File: config.mk
export PLATFORM = sky130hd
export DESIGN_NAME = neighbor_table_reader
export DESIGN_NICKNAME = d
export VERILOG_FILES = /design/src/rtl/neighbor_table_reader.sv
export SDC_FILE = /design/constraint.sdc
export NUM_CORES = 1
export LEC_CHECK = 0
export BUFFER_PORTS_ARGS = -buffer_cell sky130_fd_sc_hd__buf_2
export CAP_MARGIN = 20
export CORE_MARGIN = 3
export CORE_UTILIZATION = 30
export DETAILED_ROUTE_END_ITERATION = 7
export GPL_ROUTABILITY_DRIVEN = 0
export GPL_TIMING_DRIVEN = 0
export HOLD_SLACK_MARGIN = 0.03
export SKIP_CTS_REPAIR_TIMING = 1
export SYNTH_ARGS = -nofsm -noshare
export SYNTH_HDL_FRONTEND = slang
export SYNTH_SLANG_ARGS = --single-unit
File: constraint.sdc
create_clock -name clock -period 2.4 [get_ports clock]
set_input_delay 0.48 -clock clock [delete_from_list [all_inputs] [get_ports clock]]
set_output_delay 0.48 -clock clock [all_outputs]
set_load 0.03 [all_outputs]
File: src/rtl/neighbor_table_reader.sv
// Scans the neighbor region of node memory and returns the neighbor with the highest Q-value.
// Build option: define SIGNED_Q_EN to compare Q-values as two's-complement instead of unsigned.
module neighbor_table_reader #(
    parameter int                ADDR_W    = 11,
    parameter int                DATA_W    = 16,
    parameter int                MAX_NEIGH = 8,
    parameter logic [ADDR_W-1:0] Q_BASE    = 11'd64,
    parameter logic [ADDR_W-1:0] NODE_BASE = 11'd32
) (
    input  logic              clock,
    input  logic              nrst,
    input  logic              en,
    input  logic              start,
    input  logic [3:0]        neigh_count,
    output logic [ADDR_W-1:0] address,
    input  logic [DATA_W-1:0] data_in,
    output logic [DATA_W-1:0] besthop,
    output logic [DATA_W-1:0] bestq,
    output logic              busy,
    output logic              done
);

    typedef enum logic [2:0] {IDLE, QADDR, QDATA, NDATA, DONE} state_t;

    localparam logic [3:0] MAX_N = 4'(MAX_NEIGH);

    state_t            state, state_nxt;
    logic [3:0]        k, k_nxt;
    logic [3:0]        n, n_nxt;
    logic [3:0]        n_req;
    logic [3:0]        k_inc;
    logic [ADDR_W-1:0] address_nxt;
    logic [DATA_W-1:0] qcap, qcap_nxt;
    logic [DATA_W-1:0] besthop_nxt, bestq_nxt;
    logic              found, found_nxt;
    logic              busy_nxt, done_nxt;
    logic              q_better;

    assign n_req = (neigh_count > MAX_N) ? MAX_N : neigh_count;
    assign k_inc = k + 4'd1;

    // Strict compare: equal Q-values keep the earlier (lower index) winner.
`ifdef SIGNED_Q_EN
    assign q_better = $signed(qcap) > $signed(bestq);
`else
    assign q_better = qcap > bestq;
`endif

    always_comb begin
        state_nxt   = state;
        k_nxt       = k;
        n_nxt       = n;
        address_nxt = address;
        qcap_nxt    = qcap;
        besthop_nxt = besthop;
        bestq_nxt   = bestq;
        found_nxt   = found;
        case (state)
            IDLE: begin
                if (start) begin
                    n_nxt     = n_req;
                    found_nxt = 1'b0;
                    k_nxt     = 4'd0;
                    if (n_req == 4'd0) begin
                        besthop_nxt = '1;
                        bestq_nxt   = '0;
                        state_nxt   = DONE;
                    end else begin
                        address_nxt = Q_BASE;
                        state_nxt   = QADDR;
                    end
                end
            end
            QADDR: begin
                address_nxt = NODE_BASE + ADDR_W'(k);
                state_nxt   = QDATA;
            end
            QDATA: begin
                qcap_nxt  = data_in;
                state_nxt = NDATA;
            end
            NDATA: begin
                // First entry always wins so stale bestq from a previous scan never matters.
                if (!found || q_better) begin
                    besthop_nxt = data_in;
                    bestq_nxt   = qcap;
                    found_nxt   = 1'b1;
                end
                if (k == n - 4'd1) begin
                    state_nxt = DONE;
                end else begin
                    k_nxt       = k_inc;
                    address_nxt = Q_BASE + ADDR_W'(k_inc);
                    state_nxt   = QADDR;
                end
            end
            DONE:    state_nxt = IDLE;
            default: state_nxt = IDLE;
        endcase
        busy_nxt = (state_nxt == QADDR) || (state_nxt == QDATA) || (state_nxt == NDATA);
        done_nxt = (state_nxt == DONE);
    end

    always_ff @(posedge clock or negedge nrst) begin
        if (!nrst) begin
            state   <= IDLE;
            k       <= '0;
            n       <= '0;
            address <= '0;
            qcap    <= '0;
            besthop <= '1;
            bestq   <= '0;
            found   <= 1'b0;
            busy    <= 1'b0;
            done    <= 1'b0;
        end else if (en) begin
            state   <= state_nxt;
            k       <= k_nxt;
            n       <= n_nxt;
            address <= address_nxt;
            qcap    <= qcap_nxt;
            besthop <= besthop_nxt;
            bestq   <= bestq_nxt;
            found   <= found_nxt;
            busy    <= busy_nxt;
            done    <= done_nxt;
        end
    end

endmodule
### After elaboration in Yosys (flattened, before gate mapping)

Index checks and enable logic that the tools add are counted.

* add/subtract/negate cells: 4
* magnitude comparators: 2
* equality and inequality tests: 13
* multiplexer cells: 23
* reduce and logical (&&, ||, !) cells: 14

Operators with widths (count)
* 16-bit 2-to-1 mux: 6
* 16-bit case mux with 2 select lines: 2
* 11-bit 2-to-1 mux: 3
* 11-bit case mux with 3 select lines: 1
* 16-bit > comparator: 1
* 3-bit by 2-bit equality test with 1-bit output (second input constant): 4
* 4-bit 2-to-1 mux: 3
* 3-bit case mux with 4 select lines: 1
* 2-bit inequality test (second input constant): 5
* 5-bit AND reduction: 2
* 3-bit 2-to-1 mux: 3
* 7-bit by 4-bit adder with 8-bit output (first input constant): 1
* 4-bit case mux with 2 select lines: 1
* 4-bit AND reduction: 2
* 6-bit by 4-bit adder with 7-bit output (first input constant): 1
* 3-bit by 1-bit equality test with 1-bit output (second input constant): 2
* 4-bit by 1-bit adder with 4-bit output (second input constant): 1
* 4-bit equality test: 1
* 4-bit > comparator (second input constant): 1
* 4-bit zero test: 1
* 4-bit by 1-bit subtractor with 4-bit output (second input constant): 1
* 3-bit equality test (second input constant): 1
* 3-bit zero test: 1
* 1-bit logical OR: 3
* other kinds (7): 8

* flip-flop bits (word level): 73
* bits of input ports: 24

### Depth between registers and ports, before layout

Gate-level depths: netlist (run 1).

* depth after elaboration: 9
* gate-level depth with buffers: 9
* gate-level depth less buffers: 8

### Worst setup path after synthesis (run 1)

No wires, ideal clock.

* path kind: flip-flop to flip-flop
* start point: register bestq[14]
* end point: register bestq[0]
* setup time: 128 ps
* arrival: 2307 ps
* required time: 2272 ps
* slack: -35 ps
* cell stages (with the launch flop): 9
* cell sequence: dfrtp_1 inv_1 ha_1 a21oi_2 nand2_1 a221o_1 a211o_1 a22oi_4 mux2_1

* word-level cells in the longest chain between the ends: 4

RTL lines
* start, declared: line 18 `output logic [DATA_W-1:0] bestq,`
* start signal, assigned: line 123 `bestq <= bestq_nxt;`
* 16-bit > comparator: line 46 `assign q_better = qcap > bestq;`
* 1-bit logical OR: line 84 `if (!found || q_better) begin`
* 2-bit inequality test (no line)
* 5-bit AND reduction (no line)

Every way passes these cells.
A chain may end at the register's enable or synchronous reset.

### Worst setup path after layout (run 1)

* start point: register bestq[6]
* end point: register besthop[4]

* word-level cells in the longest chain between the ends: 4

RTL lines
* 16-bit > comparator: line 46
* 1-bit logical OR: line 84
* 2-bit inequality test (no line)
* 5-bit AND reduction (no line)
* end signal, assigned: line 122 `besthop <= besthop_nxt;`
* end, declared: line 17 `output logic [DATA_W-1:0] besthop,`

Every way passes these cells.

==> flow_summary_export.csv, run 1 <==
group,metric,value,unit
status,status,"complete, no violations",
power,internal_power,4.08,mW
timing,fmax,0.431,GHz
floorplan,ios,69,
critical_path,crit_fanout,7,
logic_synthesis,synth_top_family_by_area,"multiplexers",
logic_synthesis,synth_top_area_share,37.0,%
grt,grt_first_pass_wirelength,13200,um
finish,final_cells,567,
power,netSwitchingPower,2.84,mW
finish,finalNetCount,464,
power,pwr-share-seq,29.3,%
logic_synthesis,synthSimpleGateAreaFrac,10.6,%
critical_path,r2r_setup_slack,0.08,ns
floorplan,dieArea,0.0131,mm2
logic_synthesis,netlist_instances,333,
critical_path,critical_path_required,2.65,ns
critical_path,reg2reg_from,"bestq[6]",
placed_design,dpl_cell_area,0.00403,mm2
routing,drt_wl_total,8290,um
run,max_cap_viol_count,0,
finish,drive_above_1_share,39.1,%
critical_path,end_kind,"flip-flop",
logic_synthesis,synth_xor_area_share,2.24,%
clock_tree,cts_tree,"yes",
logic_synthesis,ys.flop_type,"dfrtp_1",
floorplan,coreArea,0.0111,mm2
logic_synthesis,synth_area,0.00352,mm2
floorplan,die_h,114,um
clock_tree,cts.sinks,68,
placed_design,io_buffers,63,
timing,worst_pin_slew,0.882,ns
hold_path,min_path_type,"input pin to asynchronous set/reset pin",
logic_synthesis,ys_ff_latch,68,
logic_synthesis,yosysSeqAreaShare,49.0,%
power,combPwrFrac,52.4,%
floorplan,initial_core_util,31.6,%
floorplan,fp.dieW,114,um
grt,grt_max_degree,69,
power,powerDensity,1500,mW/mm2
routing,detail_route.first_pass.iterations,4,
clock_tree,worstSkewPairLatency,0.33,ns
timing,final.period_utilization,96.6,%
critical_path,reg2reg_to,"besthop[4]",
placed_design,dp.cells,540,
finish,mostFrequentLayoutCells,"buf_2, dfrtp_1, inv_1, nand2_1, mux2i_1",
critical_path,arrival,2.57,ns
routing,via_count,2632,
clock_tree,path_clk_slew,0.06,ns
logic_synthesis,synth_cell_type_count,46,
finish,area_growth_syn_to_layout,30.7,%
clock_tree,cts_max_level,3,
finish,layout_commonest_cell,"buf_2",
logic_synthesis,synth_compound_area_share,7.72,%
timing,slew_headroom,41.2,%
critical_path,crit_start,"bestq[6]",
routing,ant_nets,0,
power,clkPwrFrac,18.3,%
routing,drt-vias-per-instance,4.64,
logic_synthesis,syn_area_per_cell,10.6,um2
clock_tree,cts_root_buf,"clkbuf_16",
timing,fin_worst_skew,0.00721,ns
power,leakagePower,2.37,nW
power,swShare,41.0,%
finish,nFillCells,1111,
timing,setup_tns,0,ns
critical_path,ff2ff_path_depth,10,
finish,final_cell_area,0.00460,mm2
routing,drc,0,
critical_path,path_class,"flip-flop to flip-flop",
clock_tree,cts_buffers,9,
routing,post_drt_wl_per_cell,14.6,um
floorplan,rows,38,
logic_synthesis,synth_edf_count,0,
power,ir_drop,640,uV
placed_design,hpwl,5690,um
timing,finalHoldViolCount,0,
logic_synthesis,yosys.area_share.adder,6.40,%
logic_synthesis,async_reset_ff_share,100,%
logic_synthesis,synthMuxAreaShare,15.8,%
finish,diodes,0,
logic_synthesis,netlist_top_cells_area,"dfrtp_1, dfstp_2, mux2i_1",
timing,fin_crit,2.32,ns
grt,antenna_found_initial,0,
timing,setup_viol_count_final,0,
finish,multi_input_area,0.00165,mm2
clock_tree,clock_path_buffers,2,
routing,drtIter0Drc,119,
finish,seq_area,0.00172,mm2
grt,grt_pass1_vias,2619,
grt,grt.total_usage,13.0,%
timing,slew_viol_final,0,
logic_synthesis,yosysWarnings,0,
critical_path,worst_setup_path_start_kind,"flip-flop",
logic_synthesis,yosysTopAreaCell,"dfrtp_1",
grt,grt_remaining_overflow,0,
metrics by stage:
step	worst slack, ns	util (%)	total power [mW]	hold slack [ns]
2_1_floorplan	0.00201	-	4.33	0.184
3_3_place_gp	0.0139	36.2	5.07	0.454
3_5_place_dp	-0.0447	36.2	5.15	0.462
4_1_cts	-0.0605	38.8	6.47	0.312
5_1_grt	-0.0396	41.3	7.45	0.334
6_report	0.0817	41.3	6.92	0.275
sequential cells by signal (all words and copies together), names as in the netlist:
signal and count:
n 4, qcap 16, done 1, busy 1, address 6, besthop 16
state 3, k 4, bestq 16, found 1
power by group through the flow:
stage	combinational (mW)	sequential, mW	clock (mW)
floorplan	1.87	2.46	0
global placement	3.07	2.00	0
detailed placement	3.13	2.02	0
CTS	3.14	2.00	1.32
global route	3.99	2.10	1.36
finish	3.62	2.03	1.27
logic make-up after synthesis:
family                     Yosys count
adders and majority gates           18
xor gates and xnor gates             9
AOI/OAI and AO/OA                   42
muxes                               53
other                                1
buffers and inverters               61
DFF                                 68
and+or+nand+nor                     81
cells in the mapped netlist (4+ instances only):
cell	count
ha_1	18
nand2_1	30
inv_1	44
nor2_1	25
a21oi_1	13
nand3_1	4
buf_4	5
clkbuf_1	4
nand4_1	5
o21ai_0	13
xor2_1	6
mux2i_1	32
dfstp_2	16
mux2_2	20
dfrtp_1	52
routing by layer:
layer  track usage (%)  part of all wire [%]  wire [um]
met5                 0                     0          0
met4              4.04                   1.2        102
met3              4.44                   4.7        393
met2              21.2                    50       4120
met1              16.1                    44       3680
critical path: stages, from the launching register on:
cell and delay, ns:
dfrtp_1 0.35, inv_1 0.07, ha_1 0.30, nand2_1 0.11, o21ai_1 0.08, a221o_1 0.33, a211o_1 0.28, a22oi_4 0.20
buf_12 0.18, clkbuf_16 0.16, mux2i_1 0.19
layout make-up:
| class | instances | area share [%] |
|---|---|---|
| buffer | 16 | 2.86 |
| clock buffer | 11 | 5.06 |
| clock inverter | 5 | 1.14 |
| inverter | 45 | 3.67 |
| multi-input combinational | 208 | 35.8 |
| sequential | 68 | 37.5 |
| tap | 140 | 3.81 |
| timing repair buffer | 74 | 10.1 |
worst max path at each step:
stage                            end  slack, ns  cells past startpoint
after global routing      besthop[0]      -0.04                     10
after floorplan             bestq[0]      0.002                      8
final                     besthop[4]       0.08                     10
after CTS                 besthop[6]      -0.06                      9
after global placement      bestq[4]       0.01                      8
after detailed placement  besthop[6]      -0.04                      9
Power figures use the tool's default switching activity.
==> run 2: changes to the inputs <==
Settings changed: BUFFER_PORTS_ARGS -buffer_cell sky130_fd_sc_hd__buf_2 to -buffer_cell sky130_fd_sc_hd__buf_4.
==> run 2 against run 1 <==
Final area up 2.5%; non-clock buffer count down 1; final cell count is 0.18% lower; fmax down 0.22%; global-route usage is 0.13 points lower; clock power is 20% higher; critical path type unchanged; via count is 1.1% lower; critical endpoint is now bestq[0]; clock-buffer cell count down 1; largest power group unchanged; setup slack got worse by 0.0050 ns.
==> flow_summary_export.csv, run 2 (same netlist as run 1, synthesis figures left out) <==
group,metric,value,unit
critical_path,worst_setup_path_start_kind,"flip-flop",
floorplan,dieArea,0.0131,mm2
clock_tree,path_clk_slew,0.05,ns
timing,slew_viol_final,0,
timing,final.period_utilization,96.8,%
critical_path,critPathSlowestCell,"dfrtp_2",
placed_design,hpwl,5620,um
critical_path,arrival,2.53,ns
timing,finalHoldViolCount,0,
power,leakagePower,2.43,nW
floorplan,ios,69,
timing,fin_crit,2.32,ns
clock_tree,cts_root_buf,"clkbuf_16",
power,powerDensity,1510,mW/mm2
clock_tree,worstSkewPairLatency,0.33,ns
floorplan,fp.dieW,114,um
finish,fin_util,42.4,%
routing,post_drt_wl_per_cell,14.4,um
run,max_cap_viol_count,0,
status,status,"complete, no violations",
critical_path,crit_family,"compound AO/OA/AOI/OAI gates",
clock_tree,cts_max_level,3,
clock_tree,clock_path_buffers,2,
timing,slew_headroom,41.8,%
routing,drc,0,
power,finalPower,7.12,mW
grt,antenna_found_initial,0,
routing,ant_nets,0,
critical_path,max_stage_delay,0.42,ns
critical_path,path_class,"flip-flop to flip-flop",
critical_path,path_buf_inv,2,
finish,finalNetCount,463,
placed_design,pre_cts_slack,-0.0264,ns
timing,worst_pin_slew,0.873,ns
critical_path,critical_path_required,2.61,ns
finish,drive_above_1_share,36.2,%
finish,mostFrequentLayoutCells,"buf_4, dfrtp_1, inv_1, mux2i_1, nand2_1",
timing,setup_slack,0.0767,ns
finish,area_growth_syn_to_layout,34.0,%
hold_path,min_path_type,"input pin to asynchronous set/reset pin",
critical_path,end_kind,"flip-flop",
routing,drt-vias-per-instance,4.60,
finish,diodes,0,
grt,grt_remaining_overflow,0,
grt,grt_first_pass_wirelength,13200,um
critical_path,worstPathCellList,"inv_2 -> ha_4 -> a21oi_2 -> nand2_1 -> a221o_1 -> a211o_1 -> a22oi_4 -> buf_8 -> mux2_1",
grt,grt_pass1_vias,2652,
floorplan,rows,38,
finish,seq_area,0.00172,mm2
routing,detail_route.first_pass.iterations,5,
floorplan,die_h,114,um
floorplan,coreArea,0.0111,mm2
routing,via_count,2602,
placed_design,io_buffers,63,
floorplan,initial_core_util,31.6,%
timing,fmax,0.430,GHz
finish,layout_commonest_cell,"buf_4",
timing,setup_viol_count_final,0,
timing,holdWs,0.271,ns
timing,fin_worst_skew,0.00635,ns
clock_tree,cts_buffers,9,
power,ir_drop,734,uV
critical_path,crit_fanout,6,
timing,setup_tns,0,ns
grt,grt_max_degree,69,
routing,drt_wl_total,8130,um
clock_tree,cts_tree,"yes",
finish,reg.largest.list,"besthop (16), bestq (16), qcap (16)",
clock_tree,cts.sinks,68,
finish,nFillCells,1091,
grt,grt.total_usage,12.8,%
finish,multi_input_area,0.00159,mm2
routing,drtIter0Drc,114,
run 2: cell count changes in the layout (fill, tap and decap cells not counted), sizes merged:
cell | before | now
clkinv | 4 | 3
clkbuf | 18 | 16
bufinv | 1 | 3
run 2: per-layer routing:
layer | track usage [%] | vias to the layer above | routed length (um)
met1 | 16.4 | 1245 | 3690
met2 | 20.5 | 57 | 3910
met4 | 4.51 | 0 | 93
met3 | 3.96 | 11 | 441
li1 | - | 1289 | -
met5 | 0 | - | 0
run 2: worst paths after layout:
path	start	end	slack, ns	depth (start not counted)
min in group clock	data_in[0]	qcap[0]	0.37	3
worst max-delay path	bestq[14]	bestq[0]	0.08	9
worst max register to register	bestq[14]	bestq[0]	0.08	9
worst min register to register	besthop[7]	besthop[7]	0.47	2
worst min-delay path	nrst	address[1]	0.27	1
max in group asynchronous	nrst	bestq[7]	1.52	1
run 2: power by group:
group	internal (mW)	leakage (nW)	switching [mW]	total, mW
registers	1.69	0.826	0.327	2.02
logic	1.59	1.44	1.98	3.56
clock network	1.04	0.169	0.492	1.53
total	4.32	2.43	2.80	7.12
run 2: stage by stage:
step / std cells / cell area (um2)
finish: 566 / 4710
global route: 566 / 4710
global placement: 540 / 4180
detailed placement: 540 / 4180
floorplan: 337 / 3530
CTS: 556 / 4530
run 2: worst reg2reg max path, delay by kind of cell (launching register included):
kind | cells | cell delay, ns
and+or+nand+nor | 1 | 0.06
AOI/OAI and AO/OA | 4 | 0.94
adders and majority gates | 1 | 0.21
buffers and inverters | 2 | 0.25
DFF | 1 | 0.42
muxes | 1 | 0.33
run 2: layout make-up:
class | instances | area share (%)
Sequential cell | 68 | 36.6
Inverter | 45 | 3.58
Clock buffer | 10 | 5.07
Clock inverter | 6 | 2.36
Buffer | 15 | 2.36
Multi-Input combinational cell | 208 | 33.6
Tap cell | 140 | 3.72
Timing Repair Buffer | 74 | 12.7
==> run 3: changes to the inputs <==
Settings changed: CTS_BUF_LIST from default to sky130_fd_sc_hd__clkbuf_8.
==> run 3 against run 2 <==
Fmax about the same; non-clock buffer count grew 2; critical path type unchanged; sequential cell count unchanged; final area down 1.0%; sequential power about the same; clock power fell by 24%; combinational power increased by 3%; first-iteration DRC count is 25% lower; setup slack worse by 0.00051 ns; largest cell class unchanged; global-route usage is 0.19 points lower; final cell count up 0.35%; routed wire length down 0.76%.
==> flow_summary_export.csv, run 3 (same netlist as run 1, synthesis figures left out) <==
group,metric,value,unit
placed_design,hpwl,5620,um
critical_path,path_class,"flip-flop to flip-flop",
power,ir_drop,727,uV
timing,final.period_utilization,96.8,%
routing,via_count,2584,
timing,fin_crit,2.32,ns
floorplan,rows,38,
run,max_cap_viol_count,0,
clock_tree,cts_tree,"yes",
routing,post_drt_wl_per_cell,14.2,um
critical_path,critical_path_required,2.62,ns
critical_path,arrival,2.55,ns
status,status,"complete, no violations",
critical_path,crit_fanout,8,
power,powerDensity,1470,mW/mm2
finish,diodes,0,
hold_path,min_path_type,"input pin to asynchronous set/reset pin",
timing,holdWs,0.259,ns
clock_tree,cts_buffers,9,
finish,mostFrequentLayoutCells,"buf_4, dfrtp_1, inv_1, mux2i_1, nand2_1",
floorplan,fp.dieW,114,um
finish,finalNetCount,465,
routing,drt_wl_total,8070,um
routing,drt-vias-per-instance,4.55,
timing,fmax,0.430,GHz
clock_tree,cts_root_buf,"clkbuf_8",
critical_path,end_kind,"flip-flop",
timing,slew_headroom,42.2,%
grt,grt_pass1_vias,2637,
finish,layout_commonest_cell,"buf_4",
grt,grt.total_usage,12.6,%
floorplan,dieArea,0.0131,mm2
timing,slew_viol_final,0,
floorplan,coreArea,0.0111,mm2
floorplan,ios,69,
grt,grt_remaining_overflow,0,
floorplan,initial_core_util,31.6,%
finish,multi_input_area,0.00159,mm2
routing,ant_nets,0,
finish,drive_above_1_share,36.7,%
timing,fin_worst_skew,0.00891,ns
clock_tree,cts.sinks,68,
grt,grt_max_degree,69,
critical_path,worst_setup_path_start_kind,"flip-flop",
timing,worst_pin_slew,0.867,ns
routing,drc,0,
finish,nFillCells,1093,
grt,antenna_found_initial,0,
timing,setup_viol_count_final,0,
finish,reg.largest.list,"besthop (16), bestq (16), qcap (16)",
finish,fin_util,41.9,%
clock_tree,clock_path_buffers,2,
power,leakagePower,2.41,nW
placed_design,io_buffers,63,
finish,area_growth_syn_to_layout,32.7,%
clock_tree,path_clk_slew,0.08,ns
clock_tree,worstSkewPairLatency,0.34,ns
finish,seq_area,0.00172,mm2
floorplan,die_h,114,um
routing,detail_route.first_pass.iterations,5,
timing,finalHoldViolCount,0,
clock_tree,cts_max_level,3,
grt,grt_first_pass_wirelength,13100,um
routing,drtIter0Drc,86,
[run 3: cell types whose count changed in the layout (fill, tap and decap cells not counted)]
| cell | before | now |
|---|---|---|
| mux2i_1 | 32 | 31 |
| mux2i_2 | 0 | 1 |
| clkbuf_8 | 1 | 10 |
| buf_12 | 2 | 4 |
| clkbuf_16 | 11 | 3 |
| buf_8 | 1 | 0 |
[run 3: final timing paths]
path	end	from	cells after the start	slack, ns
worst max-delay path	bestq[0]	bestq[13]	9	0.08
worst min register to register	besthop[7]	besthop[7]	2	0.47
worst min-delay path	address[1]	nrst	1	0.26
max in group asynchronous	bestq[7]	nrst	1	1.54
min in group clock	qcap[0]	data_in[0]	3	0.36
worst max register to register	bestq[0]	bestq[13]	9	0.08
[run 3: metrics by stage]
| step | instance area [um2] | setup WS [ns] | std cells | total power, mW | setup TNS [ns] |
|---|---|---|---|---|---|
| after global placement | 4180 | 0.00951 | 540 | 5.23 | 0 |
| after detailed placement | 4180 | -0.0264 | 540 | 5.30 | -0.182 |
| after global routing | 4670 | -0.0321 | 568 | 7.37 | -0.402 |
| after CTS | 4430 | -0.0632 | 556 | 6.49 | -0.687 |
| final | 4670 | 0.0762 | 568 | 6.84 | 0 |
| after floorplan | 3530 | 0.00201 | 337 | 4.33 | 0 |
[run 3: area by class of cell]
| cell class | instances | area share, % |
|---|---|---|
| well taps | 140 | 3.75 |
| clock inverters | 6 | 2.39 |
| inverters | 45 | 3.62 |
| multi-input cells | 208 | 34.1 |
| clock buffers | 10 | 2.95 |
| flip-flops and latches | 68 | 37.0 |
| plain buffers | 16 | 2.82 |
| repair buffers | 75 | 13.5 |
[run 3: per-layer routing]
metal  global-route usage (%)  vias to the layer above  wire (um)
li1                         -                     1286          -
met1                     16.4                     1238       3740
met2                     20.2                       52       3840
met3                     3.81                        8        407
met4                     4.04                        0         89
met5                        0                        -          0
[run 3: where the power goes]
part	internal (mW)	switching, mW
Sequential	1.69	0.321
Clock	0.718	0.441
Combinational	1.67	2.00
[run 3: critical path, cell delays in order, from the launching register on]
cell,delay [ns]
dfrtp_1,0.35
inv_1,0.06
ha_1,0.31
nand4_1,0.17
nor2_1,0.06
a221o_1,0.30
a211o_1,0.27
a22oi_4,0.18
buf_12,0.17
mux2_1,0.32
